`config.mk`:
```
export PLATFORM = sky130hd
export DESIGN_NAME = compute_tile_sequencer
export DESIGN_NICKNAME = d
export VERILOG_FILES = /design/src/rtl/compute_tile_sequencer.sv
export SDC_FILE = /design/constraint.sdc
export NUM_CORES = 1
export LEC_CHECK = 0
export CAP_MARGIN = 0
export CELL_PAD_IN_SITES_DETAIL_PLACEMENT = 2
export CELL_PAD_IN_SITES_GLOBAL_PLACEMENT = 2
export CORE_MARGIN = 3
export CORE_UTILIZATION = 35
export CTS_BUF_LIST = sky130_fd_sc_hd__clkbuf_16
export CTS_CLUSTER_SIZE = 16
export DETAILED_ROUTE_END_ITERATION = 6
export GPL_TIMING_DRIVEN = 0
export HOLD_SLACK_MARGIN = 0.06
export PLACE_DENSITY_LB_ADDON = 0.1
export SLEW_MARGIN = 0
export SYNTH_ARGS = -nofsm -noshare
export SYNTH_HDL_FRONTEND = slang
export SYNTH_SLANG_ARGS = --single-unit
```
`constraint.sdc`:
```
create_clock -name clk -period 2.6 [get_ports clk]
set_input_delay 0.52 -clock clk [delete_from_list [all_inputs] [get_ports clk]]
set_output_delay 0.52 -clock clk [all_outputs]
set_load 0.005 [all_outputs]
```
`src/rtl/compute_tile_sequencer.sv`:
```
// compute_tile_sequencer: walks the core through weight load, activation stream, drain and
// output ping-pong flip for each tile of a run. Define TILE_SEQ_PERF_EN for the perf counters.
module compute_tile_sequencer #(
  parameter int ADDR_W     = 15,
  parameter int W_BEATS    = 32,
  parameter int ACT_RD_LAT = 1,
  parameter int DRAIN_CYC  = 67
) (
  input  logic              clk,
  input  logic              rst_n,
  input  logic              cfg_start,
  input  logic              cfg_abort,
  input  logic [7:0]        cfg_num_tiles,
  input  logic [11:0]       cfg_act_len,
  input  logic [ADDR_W-1:0] cfg_w_base,
  input  logic [ADDR_W-1:0] cfg_a_base,
  output logic              w_rd_en,
  output logic [ADDR_W-1:0] w_rd_addr,
  input  logic              w_rd_valid,
  output logic              act_rd_en,
  output logic [ADDR_W-1:0] act_rd_addr,
  output logic              act_pe_valid,
  output logic              start_calc,
  output logic              pingpang,
  output logic              busy,
  output logic              done,
  output logic [7:0]        tile_idx
`ifdef TILE_SEQ_PERF_EN
  ,
  output logic [31:0]       perf_busy_cyc,
  output logic [31:0]       perf_wwait_cyc
`endif
);

  localparam int WCW = $clog2(W_BEATS + 1);
  localparam int CW  = 16;

  typedef enum logic [2:0] {IDLE, LOAD_W, WAIT_W, SETTLE, STREAM, DRAIN, NEXT} state_t;

  state_t            state;
  logic [7:0]        num_tiles_q;
  logic [11:0]       act_len_q;
  logic [12:0]       stream_last_q;
  logic [ADDR_W-1:0] w_ptr;
  logic [ADDR_W-1:0] act_ptr;
  logic [CW-1:0]     cnt;
  logic [11:0]       act_left;
  logic [WCW-1:0]    wcnt;
  logic [ACT_RD_LAT:0] vld_pipe;
  logic              w_last;

  // vld_pipe[0] is the read request itself; the tail is what the core sees
  assign act_rd_en    = vld_pipe[0];
  assign act_pe_valid = vld_pipe[ACT_RD_LAT];

  // Last weight beat is either already counted or arriving this cycle
  assign w_last = (wcnt == WCW'(W_BEATS)) || (w_rd_valid && (wcnt == WCW'(W_BEATS - 1)));

  always_ff @(posedge clk or negedge rst_n) begin
    if (!rst_n) begin
      state         <= IDLE;
      num_tiles_q   <= '0;
      act_len_q     <= '0;
      stream_last_q <= '0;
      w_ptr         <= '0;
      act_ptr       <= '0;
      cnt           <= '0;
      act_left      <= '0;
      wcnt          <= '0;
      vld_pipe      <= '0;
      w_rd_en       <= 1'b0;
      w_rd_addr     <= '0;
      act_rd_addr   <= '0;
      start_calc    <= 1'b0;
      pingpang      <= 1'b0;
      busy          <= 1'b0;
      done          <= 1'b0;
      tile_idx      <= '0;
    end else begin
      start_calc  <= 1'b0;
      done        <= 1'b0;
      vld_pipe[0] <= 1'b0;
      for (int i = 1; i <= ACT_RD_LAT; i++) vld_pipe[i] <= vld_pipe[i-1];
      // Valid beats can land while requests are still going out
      if ((state == LOAD_W || state == WAIT_W) && w_rd_valid && (wcnt != WCW'(W_BEATS)))
        wcnt <= wcnt + WCW'(1);

      if (cfg_abort && state != IDLE) begin
        state    <= IDLE;
        busy     <= 1'b0;
        w_rd_en  <= 1'b0;
        vld_pipe <= '0;
      end else begin
        case (state)
          IDLE: begin
            if (cfg_start) begin
              num_tiles_q   <= cfg_num_tiles;
              act_len_q     <= cfg_act_len;
              stream_last_q <= (cfg_act_len == 12'd0) ? 13'(ACT_RD_LAT)
                                                      : 13'(cfg_act_len) + 13'(ACT_RD_LAT) - 13'd1;
              w_ptr         <= cfg_w_base;
              act_ptr       <= cfg_a_base;
              tile_idx      <= '0;
              cnt           <= '0;
              wcnt          <= '0;
              if (cfg_num_tiles == 8'd0) begin
                done <= 1'b1;
              end else begin
                state <= LOAD_W;
                busy  <= 1'b1;
              end
            end
          end
          LOAD_W: begin
            w_rd_en   <= 1'b1;
            w_rd_addr <= w_ptr;
            w_ptr     <= w_ptr + ADDR_W'(1);
            cnt       <= cnt + CW'(1);
            if (cnt == CW'(W_BEATS - 1)) begin
              state <= WAIT_W;
              cnt   <= '0;
            end
          end
          WAIT_W: begin
            w_rd_en <= 1'b0;
            if (w_last) state <= SETTLE;
          end
          SETTLE: begin
            cnt <= cnt + CW'(1);
            if (cnt == CW'(1)) begin
              state      <= STREAM;
              cnt        <= '0;
              start_calc <= 1'b1;
              act_left   <= '0;
              if (act_len_q != 12'd0) begin
                vld_pipe[0] <= 1'b1;
                act_rd_addr <= act_ptr;
                act_ptr     <= act_ptr + ADDR_W'(1);
                act_left    <= act_len_q - 12'd1;
              end
            end
          end
          STREAM: begin
            cnt <= cnt + CW'(1);
            if (act_left != 12'd0) begin
              vld_pipe[0] <= 1'b1;
              act_rd_addr <= act_ptr;
              act_ptr     <= act_ptr + ADDR_W'(1);
              act_left    <= act_left - 12'd1;
            end
            // Hold STREAM until the last delayed valid has been presented
            if (cnt == CW'(stream_last_q)) begin
              state <= DRAIN;
              cnt   <= '0;
            end
          end
          DRAIN: begin
            cnt <= cnt + CW'(1);
            if (cnt == CW'(DRAIN_CYC - 1)) begin
              state <= NEXT;
              cnt   <= '0;
            end
          end
          NEXT: begin
            pingpang <= ~pingpang;
            tile_idx <= tile_idx + 8'd1;
            if (tile_idx + 8'd1 == num_tiles_q) begin
              state <= IDLE;
              busy  <= 1'b0;
              done  <= 1'b1;
            end else begin
              state <= LOAD_W;
              wcnt  <= '0;
            end
          end
          default: state <= IDLE;
        endcase
      end
    end
  end

`ifdef TILE_SEQ_PERF_EN
  always_ff @(posedge clk or negedge rst_n) begin
    if (!rst_n) begin
      perf_busy_cyc  <= '0;
      perf_wwait_cyc <= '0;
    end else if (state == IDLE && cfg_start) begin
      perf_busy_cyc  <= '0;
      perf_wwait_cyc <= '0;
    end else begin
      if (busy && perf_busy_cyc != '1) perf_busy_cyc <= perf_busy_cyc + 32'd1;
      if (state == WAIT_W && perf_wwait_cyc != '1) perf_wwait_cyc <= perf_wwait_cyc + 32'd1;
    end
  end
`endif

endmodule

```
* Yosys cells after proc, flatten, opt, wreduce, memory -nomap -nowiden *
Cells that the tools add are included.

cells by class
  bitwise operators = 2
  eq/ne operators = 26
  reduce and logical (&&, ||, !) cells = 30
  $add $sub $neg = 9
  multiplexer cells = 60

operators with widths
  operator                                                              count
  15-bit two-way mux                                                    8
  16-bit two-way mux                                                    5
  16-bit case mux with 5 select lines                                   1
  15-bit case mux with 2 select lines                                   2
  15-bit case mux with 3 select lines                                   1
  12-bit two-way mux                                                    3
  15-bit by 1-bit adder with 15-bit output, second input constant       2
  3-bit two-way mux                                                     8
  6-bit two-way mux                                                     4
  12-bit case mux with 2 select lines                                   1
  12-bit nonzero test                                                   2
  12-bit by 1-bit subtractor with 12-bit output, second input constant  2
  3-bit case mux with 7 select lines                                    1
  1-bit two-way mux                                                     18
  3-bit inequality test, second input constant                          6
  16-bit by 1-bit adder with 16-bit output, second input constant       1
  16-bit by 1-bit == test with 1-bit output, second input constant      1
  16-bit by 13-bit == test with 1-bit output                            1
  16-bit by 5-bit == test with 1-bit output, second input constant      1
  16-bit by 7-bit == test with 1-bit output, second input constant      1
  8-bit case mux with 2 select lines                                    1
  12-bit by 1-bit adder with 13-bit output, second input constant       1
  13-bit two-way mux                                                    1
  13-bit by 1-bit subtractor with 13-bit output, second input constant  1
  other kinds (30)                                                      54

storage, ports and cells
  register bits = 145
  output and inout port bits = 45

* Depth between registers and ports, before layout *
Gate-level depths: netlist (run 1).

  depth after elaboration = 8
  mapped depth = 9
  mapped depth without buffers = 8

* Worst setup path before layout (run 1) *
Ideal clock, no wire load.

  kind = register to register
  start = reg act_left[0]
  end = reg act_rd_addr[10]
  path buffers = 1
  period minus slack after synthesis = 2.093 ns
  stages on the path, launching flop included = 10
  arrival = 1.968 ns
  setup slack = 0.507 ns
  required time = 2.475 ns
  path through = dfrtp_1 -> inv_1 -> ha_1 -> nor4b_2 -> nand2_1 -> nor2_1 -> a21oi_1 -> o21ai_4 -> buf_6 -> mux2_2

on the way
  cells in the longest elaborated chain, start to end = 3

ends and longest elaborated chain
  what                                    RTL line  text
  start: declaration                      47        logic [11:0] act_left;
  start signal: assignment                139       act_left <= act_len_q - 12'd1;
  start signal: assignment                149       act_left <= act_left - 12'd1;
  12-bit nonzero test                     145       if (act_left != 12'd0) begin
  2-bit inequality test (no source line)  -
  5-bit AND reduction (no source line)    -
  end signal: assignment                  137       act_rd_addr <= act_ptr;
  end signal: assignment                  147       act_rd_addr <= act_ptr;
  end: declaration                        21        output logic [ADDR_W-1:0] act_rd_addr,

Every way passes these cells.
A chain may end at the register's enable or synchronous reset.

* Worst setup path in the final report (run 1) *
  start = reg tile_idx[0]
  end = reg busy

on the way
  cells in the longest elaborated chain, start to end = 4

ends and longest elaborated chain
  what                                    RTL line  text
  start: declaration                      27        output logic [7:0] tile_idx
  start signal: assignment                166       tile_idx <= tile_idx + 8'd1;
  8-bit by 1-bit adder with 8-bit output  167       if (tile_idx + 8'd1 == num_tiles_q) begin
  8-bit == test                           167
  3-bit inequality test (no source line)  -
  4-bit AND reduction (no source line)    -
  end signal: assignment                  90        busy <= 1'b0;
  end signal: assignment                  110       busy <= 1'b1;
  end signal: assignment                  169       busy <= 1'b0;
  end: declaration                        25        output logic busy,

Every way passes these cells.

==> metrics.yaml, run 1 <==
clock_network:
  cts_buffers: 17
  htreeDepth: 4
  cts.path.max_buffers: 2
  clkSlewWorstSetupHoldPaths_ns: 0.07
  cts-root-buf: "clkbuf_16"
  cts.sinks: 144
  clkLatencyLatePin_ns: 0.43
  cts_tree: "done"
  cts_hold_buffers: 0
timing:
  grt_setup_unrepaired: "false"
  relSlewSlack_pct: 41.0
  finClkSkew_ns: 0.0152
  finalCritPeriodShare_pct: 93.3
  setup_viol: 0
  drv_slew: 0
  fin_crit_ns: 2.43
  worstMarginPinSlew_ns: 0.882
  max_freq_ghz: 0.412
  hold_viol_final: 0
cells_and_area:
  drive_gt1_share_pct: 10.5
  regArea_um2: 3600
  area_delta_synth_final_pct: 25.3
  multiInputGateArea_um2: 3860
  nets: 1025
  n_antenna_cell: 0
  design_area_um2: 9670
  fillers: 2287
power_and_ir_drop:
  ir_drop_uv: 439
  p_per_area_nw_per_um2: 1170
  finalPower_mw: 11.4
  leakage_nw: 4.12
critical_path:
  cp-end-kind: "flip-flop"
  worstReg2RegEnd: "busy"
  crit_required_ns: 2.91
  path_cells: "ha_1 > nand3_1 > or3_1 > a211oi_1 > o2111a_1 > nand2_1 > a32o_1"
  rr_worst_depth: 7
  startpoint_type: "flip-flop"
  crit_fanout: 7
  crit_type: "flip-flop to flip-flop"
  reg2reg_from: "tile_idx[0]"
  crit_slowest_cell: "dfrtp_1"
  crit_arrival_ns: 2.74
  worstSetupStartpoint: "tile_idx[0]"
  r2r_slack_ns: 0.17
  critPathMaxStageDelay_ns: 0.48
die:
  start_util_pct: 36.1
  rows: 53
  die_area_um2: 23900
  coreArea_um2: 21400
  ios: 100
  die_w_um: 155
  die_h_um: 155
yosys:
  synth-edff-count: 0
  ys_seq_elements: 144
  netlist_area_um2: 7720
  syn_nets: 902
  yosysSeqAreaShare_pct: 46.7
  syn_inst: 836
  ys_warn_count: 0
  synth_flop_cell: "dfrtp_1"
  avgSynthCellArea_um2: 9.23
  yosysUniqueCellTypes: 67
  synthArstFlopShare_pct: 100
global_routing:
  grt_most_used_layer: "met2"
  use_met3_pct: 3.89
  grt_util_met1_pct: 29.4
  grt_max_degree: 77
  grt_use_met2_pct: 37.8
  gr-total-overflow: 0
  grt_pass1_vias: 7854
  antenna_found_initial: 0
  grt_usage_pct: 22.3
  grt_pass1_wl_mm: 43.2
detailed_routing:
  dr.pass1.iters: 5
  drt-initial-drc-count: 285
  routed_wl_mm: 26.2
  drc_errors: 0
  ant_nets: 0
  num_vias: 6929
  wire_per_inst_um: 21.0
  via_per_inst: 5.56
worst_hold_path:
  hold_path.class: "input pin to asynchronous set/reset pin"
place:
  place.gp.congestion: 0.808
  placed_cell_area_um2: 9080
  portBuffers: 99
  hpwl_mm: 18.8
run:
  max-cap-violations: 0
outcome:
  status: "completed"
report_power, final:
part	switching (mW)	internal [mW]	total (mW)
clock	0.987	1.29	2.28
sequential	0.919	3.13	4.05
combinational	2.88	2.16	5.03
total	4.78	6.57	11.4
worst max-delay path, delay by kind of cell (launching register included):
family / cells / cell delay [ns]
AOI/OAI and AO/OA: 3 / 0.87
and+or+nand+nor: 3 / 0.64
adders and majority gates: 1 / 0.33
DFF: 1 / 0.48
state kept, by name, summed over array words and instances, names as in the netlist:
register       cells
act_rd_addr       15
act_len_q         12
done               1
stream_last_q     12
pingpang           1
state              3
start_calc         1
tile_idx           8
w_rd_en            1
cnt               16
w_rd_addr         15
act_left          12
w_ptr             15
wcnt               6
act_ptr           15
num_tiles_q        8
busy               1
vld_pipe           2
synth_stat cells, types with 9 or more instances:
master / count / area, µm²
nand2_1: 151 / 567
dfrtp_1: 144 / 3600
o21ai_0: 64 / 320
nor2_1: 54 / 203
a21oi_1: 41 / 205
nand3_1: 31 / 155
mux2_2: 24 / 270
xor2_1: 22 / 193
buf_2: 20 / 100
nor3_1: 20 / 100
xnor2_1: 18 / 158
clkbuf_1: 17 / 63.8
nand4_1: 16 / 100
inv_1: 14 / 52.6
o22ai_1: 14 / 87.6
and2_1: 13 / 81.3
nor4_1: 12 / 75.1
ha_1: 11 / 138
o31ai_1: 11 / 82.6
and3_1: 10 / 62.6
nor2b_1: 10 / 62.6
a2bb2oi_1: 9 / 78.8
cell type report:
class                      count  share of cell area [%]
buffer                        43                    2.29
multi-input combinational    634                    39.9
timing repair buffer         105                    10.9
clock buffer                  17                    4.40
clock inverter                14                    1.07
tap                          275                    3.56
inverter                      14                   0.543
sequential                   144                    37.3
kinds of logic after synthesis:
family | count (synthesis) | synth area share [%]
AOI/OAI and AO/OA | 192 | 15.8
xor gates and xnor gates | 40 | 4.54
adders and majority gates | 11 | 1.78
buffers and inverters | 58 | 3.58
DFF | 144 | 46.7
muxes | 32 | 4.62
and+or+nand+nor | 359 | 23.0
what timing repair did:
item / in CTS / in global routing
setup buffers: 0 / 5
endpoints found under the setup margin: 0 / 53
resized for setup: 0 / 5
worst max-delay path by stage:
| stage | endpoint |
|---|---|
| detailed placement | w_ptr[6] |
| CTS | act_rd_addr[11] |
| finish | busy |
| floorplan | act_rd_addr[10] |
| global placement | act_rd_addr[8] |
| global route | busy |
cell usage in the layout, fill, tap and decap left out, types with 16 or more instances in the layout:
cell type | synthesis | final
inv_1 | 14 | 16
nor2_1 | 54 | 54
xnor2_1 | 18 | 18
nor3_1 | 20 | 20
nand4_1 | 16 | 16
nand3_1 | 31 | 31
clkbuf_1 | 17 | 16
clkbuf_16 | 0 | 17
o21ai_0 | 64 | 64
nand2_1 | 151 | 151
a21oi_1 | 41 | 41
buf_2 | 20 | 20
xor2_1 | 22 | 22
dfrtp_1 | 144 | 143
clkdlybuf4s50_1 | 0 | 98
mux2_2 | 24 | 24
stage by stage:
stage / TNS (ns) / worst slack, ns / hold slack, ns / std cells / util, %
2_1_floorplan: 0 / 0.507 / 0.224 / 836 / -
3_3_place_gp: -737.01 / -5.12 / 0.466 / 1210 / 42.4
3_5_place_dp: -2.63 / -0.203 / 0.466 / 1211 / 42.5
4_1_cts: 0 / 0.0304 / 0.130 / 1242 / 45.0
5_1_grt: 0 / 0.0105 / 0.133 / 1246 / 45.3
6_report: 0 / 0.174 / 0.0938 / 1246 / 45.3
metal layers:
| metal | share of wire [%] | vias up |
|---|---|---|
| met5 | 0 | - |
| met4 | 1.7 | 0 |
| met3 | 3.2 | 33 |
| met2 | 49 | 119 |
| met1 | 46 | 3542 |
| li1 | - | 3235 |
Note: power is estimated with default switching activity, not from simulation.
==> run 2: changes to the inputs <==
--- a/config.mk
+++ b/config.mk
@@ -5,7 +5,7 @@
 export SDC_FILE = /design/constraint.sdc
 export NUM_CORES = 1
 export LEC_CHECK = 0
-export CAP_MARGIN = 0
+export CAP_MARGIN = 10
 export CELL_PAD_IN_SITES_DETAIL_PLACEMENT = 2
 export CELL_PAD_IN_SITES_GLOBAL_PLACEMENT = 2
 export CORE_MARGIN = 3
==> run 2 against run 1 <==
  * Clock power about the same
  * Count of clock-buffer cells in the layout did not move
  * Die area unchanged
  * Non-clock buffer count unchanged
  * Critical path depth unchanged
  * Maximum frequency unchanged
  * Global-route usage is the same
  * Utilization unchanged
  * Via count did not move
  * Worst hold slack unchanged
  * Clock skew stayed put
  * Sequential power hardly changed
  * Critical endpoint unchanged
==> metrics.yaml, run 2 (synthesis gave the netlist of run 1 again) <==
cells_and_area:
  largest_reg_flops: 16  # unchanged
  n_antenna_cell: 0  # unchanged
  final_cell_mix: "nand2_1 (151), dfrtp_1 (143), clkdlybuf4s50_1 (98), o21ai_0 (64), nor2_1 (54)"
  fin_util_pct: 45.3  # unchanged
  final_common_cell: "nand2_1"
  final_cell_count_no_fill: 1246  # unchanged
  nets: 1025  # unchanged
  area_delta_synth_final_pct: 25.3  # unchanged
  drive_gt1_share_pct: 10.5  # unchanged
  regMostFlops: "cnt"
  fillers: 2287  # unchanged
global_routing:
  gr-total-overflow: 0  # unchanged
  antenna_found_initial: 0  # unchanged
  grt_pass1_vias: 7854  # unchanged
  grt_max_degree: 77  # unchanged
  grt_pass1_wl_mm: 43.2  # unchanged
  grt_usage_pct: 22.3  # unchanged
place:
  dpl.cell_count: 1211  # unchanged
  preCtsSetupSlack_ns: -0.203  # unchanged
  hpwl_mm: 18.8  # unchanged
  place.gp.congestion: 0.808  # unchanged
  portBuffers: 99  # unchanged
detailed_routing:
  num_vias: 6929  # unchanged
  routed_wl_mm: 26.2  # unchanged
  drc_errors: 0  # unchanged
  drt-initial-drc-count: 285  # unchanged
  ant_nets: 0  # unchanged
  dr.pass1.iters: 5  # unchanged
  wire_per_inst_um: 21.0  # unchanged
  via_per_inst: 5.56  # unchanged
clock_network:
  cts-root-buf: "clkbuf_16"
  cts_buffers: 17  # unchanged
  cts.sinks: 144  # unchanged
  cts.path.max_buffers: 2  # unchanged
  htreeDepth: 4  # unchanged
  cts_hold_buffers: 0  # unchanged
  clkSlewWorstSetupHoldPaths_ns: 0.07  # about the same
  cts_tree: "done"
  clkLatencyLatePin_ns: 0.43  # about the same
power_and_ir_drop:
  leakage_nw: 4.12  # unchanged
  p_per_area_nw_per_um2: 1170  # unchanged
  ir_drop_uv: 439  # unchanged
die:
  ios: 100  # unchanged
  die_h_um: 155  # unchanged
  start_util_pct: 36.1  # unchanged
  coreArea_um2: 21400  # unchanged
  rows: 53  # unchanged
  die_area_um2: 23900  # unchanged
  die_w_um: 155  # unchanged
timing:
  setup_viol: 0  # unchanged
  finClkSkew_ns: 0.0152  # unchanged
  drv_slew: 0  # unchanged
  max_freq_ghz: 0.412  # unchanged
  setup-tns-final_ns: 0  # unchanged
  fin_crit_ns: 2.43  # unchanged
  worstMarginPinSlew_ns: 0.882  # unchanged
  setup_ws_ns: 0.174  # unchanged
  hold_viol_final: 0  # unchanged
  finalCritPeriodShare_pct: 93.3  # unchanged
  grt_setup_unrepaired: "false"
  relSlewSlack_pct: 41.0  # unchanged
critical_path:
  path_cells: "ha_1 > nand3_1 > or3_1 > a211oi_1 > o2111a_1 > nand2_1 > a32o_1"
  crit_required_ns: 2.91  # about the same
  crit_slowest_cell: "dfrtp_1"
  crit_fanout: 7  # unchanged
  crit_arrival_ns: 2.74  # about the same
  startpoint_type: "flip-flop"
  cp-end-kind: "flip-flop"
  crit_type: "flip-flop to flip-flop"
  critPathMaxStageDelay_ns: 0.48  # about the same
worst_hold_path:
  hold_path.class: "input pin to asynchronous set/reset pin"
run:
  max-cap-violations: 0  # unchanged
outcome:
  status: "completed"
-- run 2: cell counts in the layout (fill, tap and decap cells not counted) --
Identical to the previous run, type by type.
-- run 2: critical path, delay by kind of cell (launching register included) --
family | cells | cell delay, ns
flip-flops | 1 | 0.48
AO/OA/AOI/OAI | 3 | 0.87
adder cells (fa/ha/maj) | 1 | 0.33
AND/OR/NAND/NOR | 3 | 0.64
-- run 2: final cells by class --
class,count,area [µm²],area share (%)
multi-input combinational,634,3860,39.9
sequential,144,3600,37.3
timing repair buffer,105,1060,10.9
clock buffer,17,425,4.40
tap,275,344,3.56
buffer,43,221,2.29
clock inverter,14,104,1.07
inverter,14,52.6,0.543
-- run 2: timing repair --
item,4_1_cts,5_1_grt
endpoints found under the hold margin,0,0
gates resized for setup,0,5
endpoints found under the setup margin,0,53
buffers inserted,0,5
-- run 2: path summary, 6_finish.rpt --
kind	depth (start not counted)	end	startpoint	slack (ns)
setup / recovery	7	busy	tile_idx[0]	0.17
hold / removal	1	cnt[6]	rst_n	0.09
setup reg to reg	7	busy	tile_idx[0]	0.17
hold reg to reg	1	pingpang	pingpang	0.47
max in group asynchronous	2	act_len_q[6]	rst_n	1.65
min in group clk	1	pingpang	pingpang	0.47
-- run 2: power by group --
part	internal (mW)	switching (mW)
clock	1.29	0.987
sequential	3.13	0.919
combinational	2.16	2.88
-- run 2: routing by layer --
layer / track usage, % / share of wire, % / up-vias
met2: 37.8 / 49 / 119
met5: 0 / 0 / -
met4: 6.31 / 1.7 / 0
li1: - / - / 3235
met3: 3.89 / 3.2 / 33
met1: 29.4 / 46 / 3542
-- run 2: metrics by stage --
step                      hold slack (ns)  power (mW)  area [µm²]
after global routing                0.133        12.2        9670
final                              0.0938        11.4        9670
after detailed placement            0.466        9.02        9080
after CTS                           0.130        11.4        9610
after global placement              0.466        8.66        9050
after floorplan                     0.224        6.92        7720
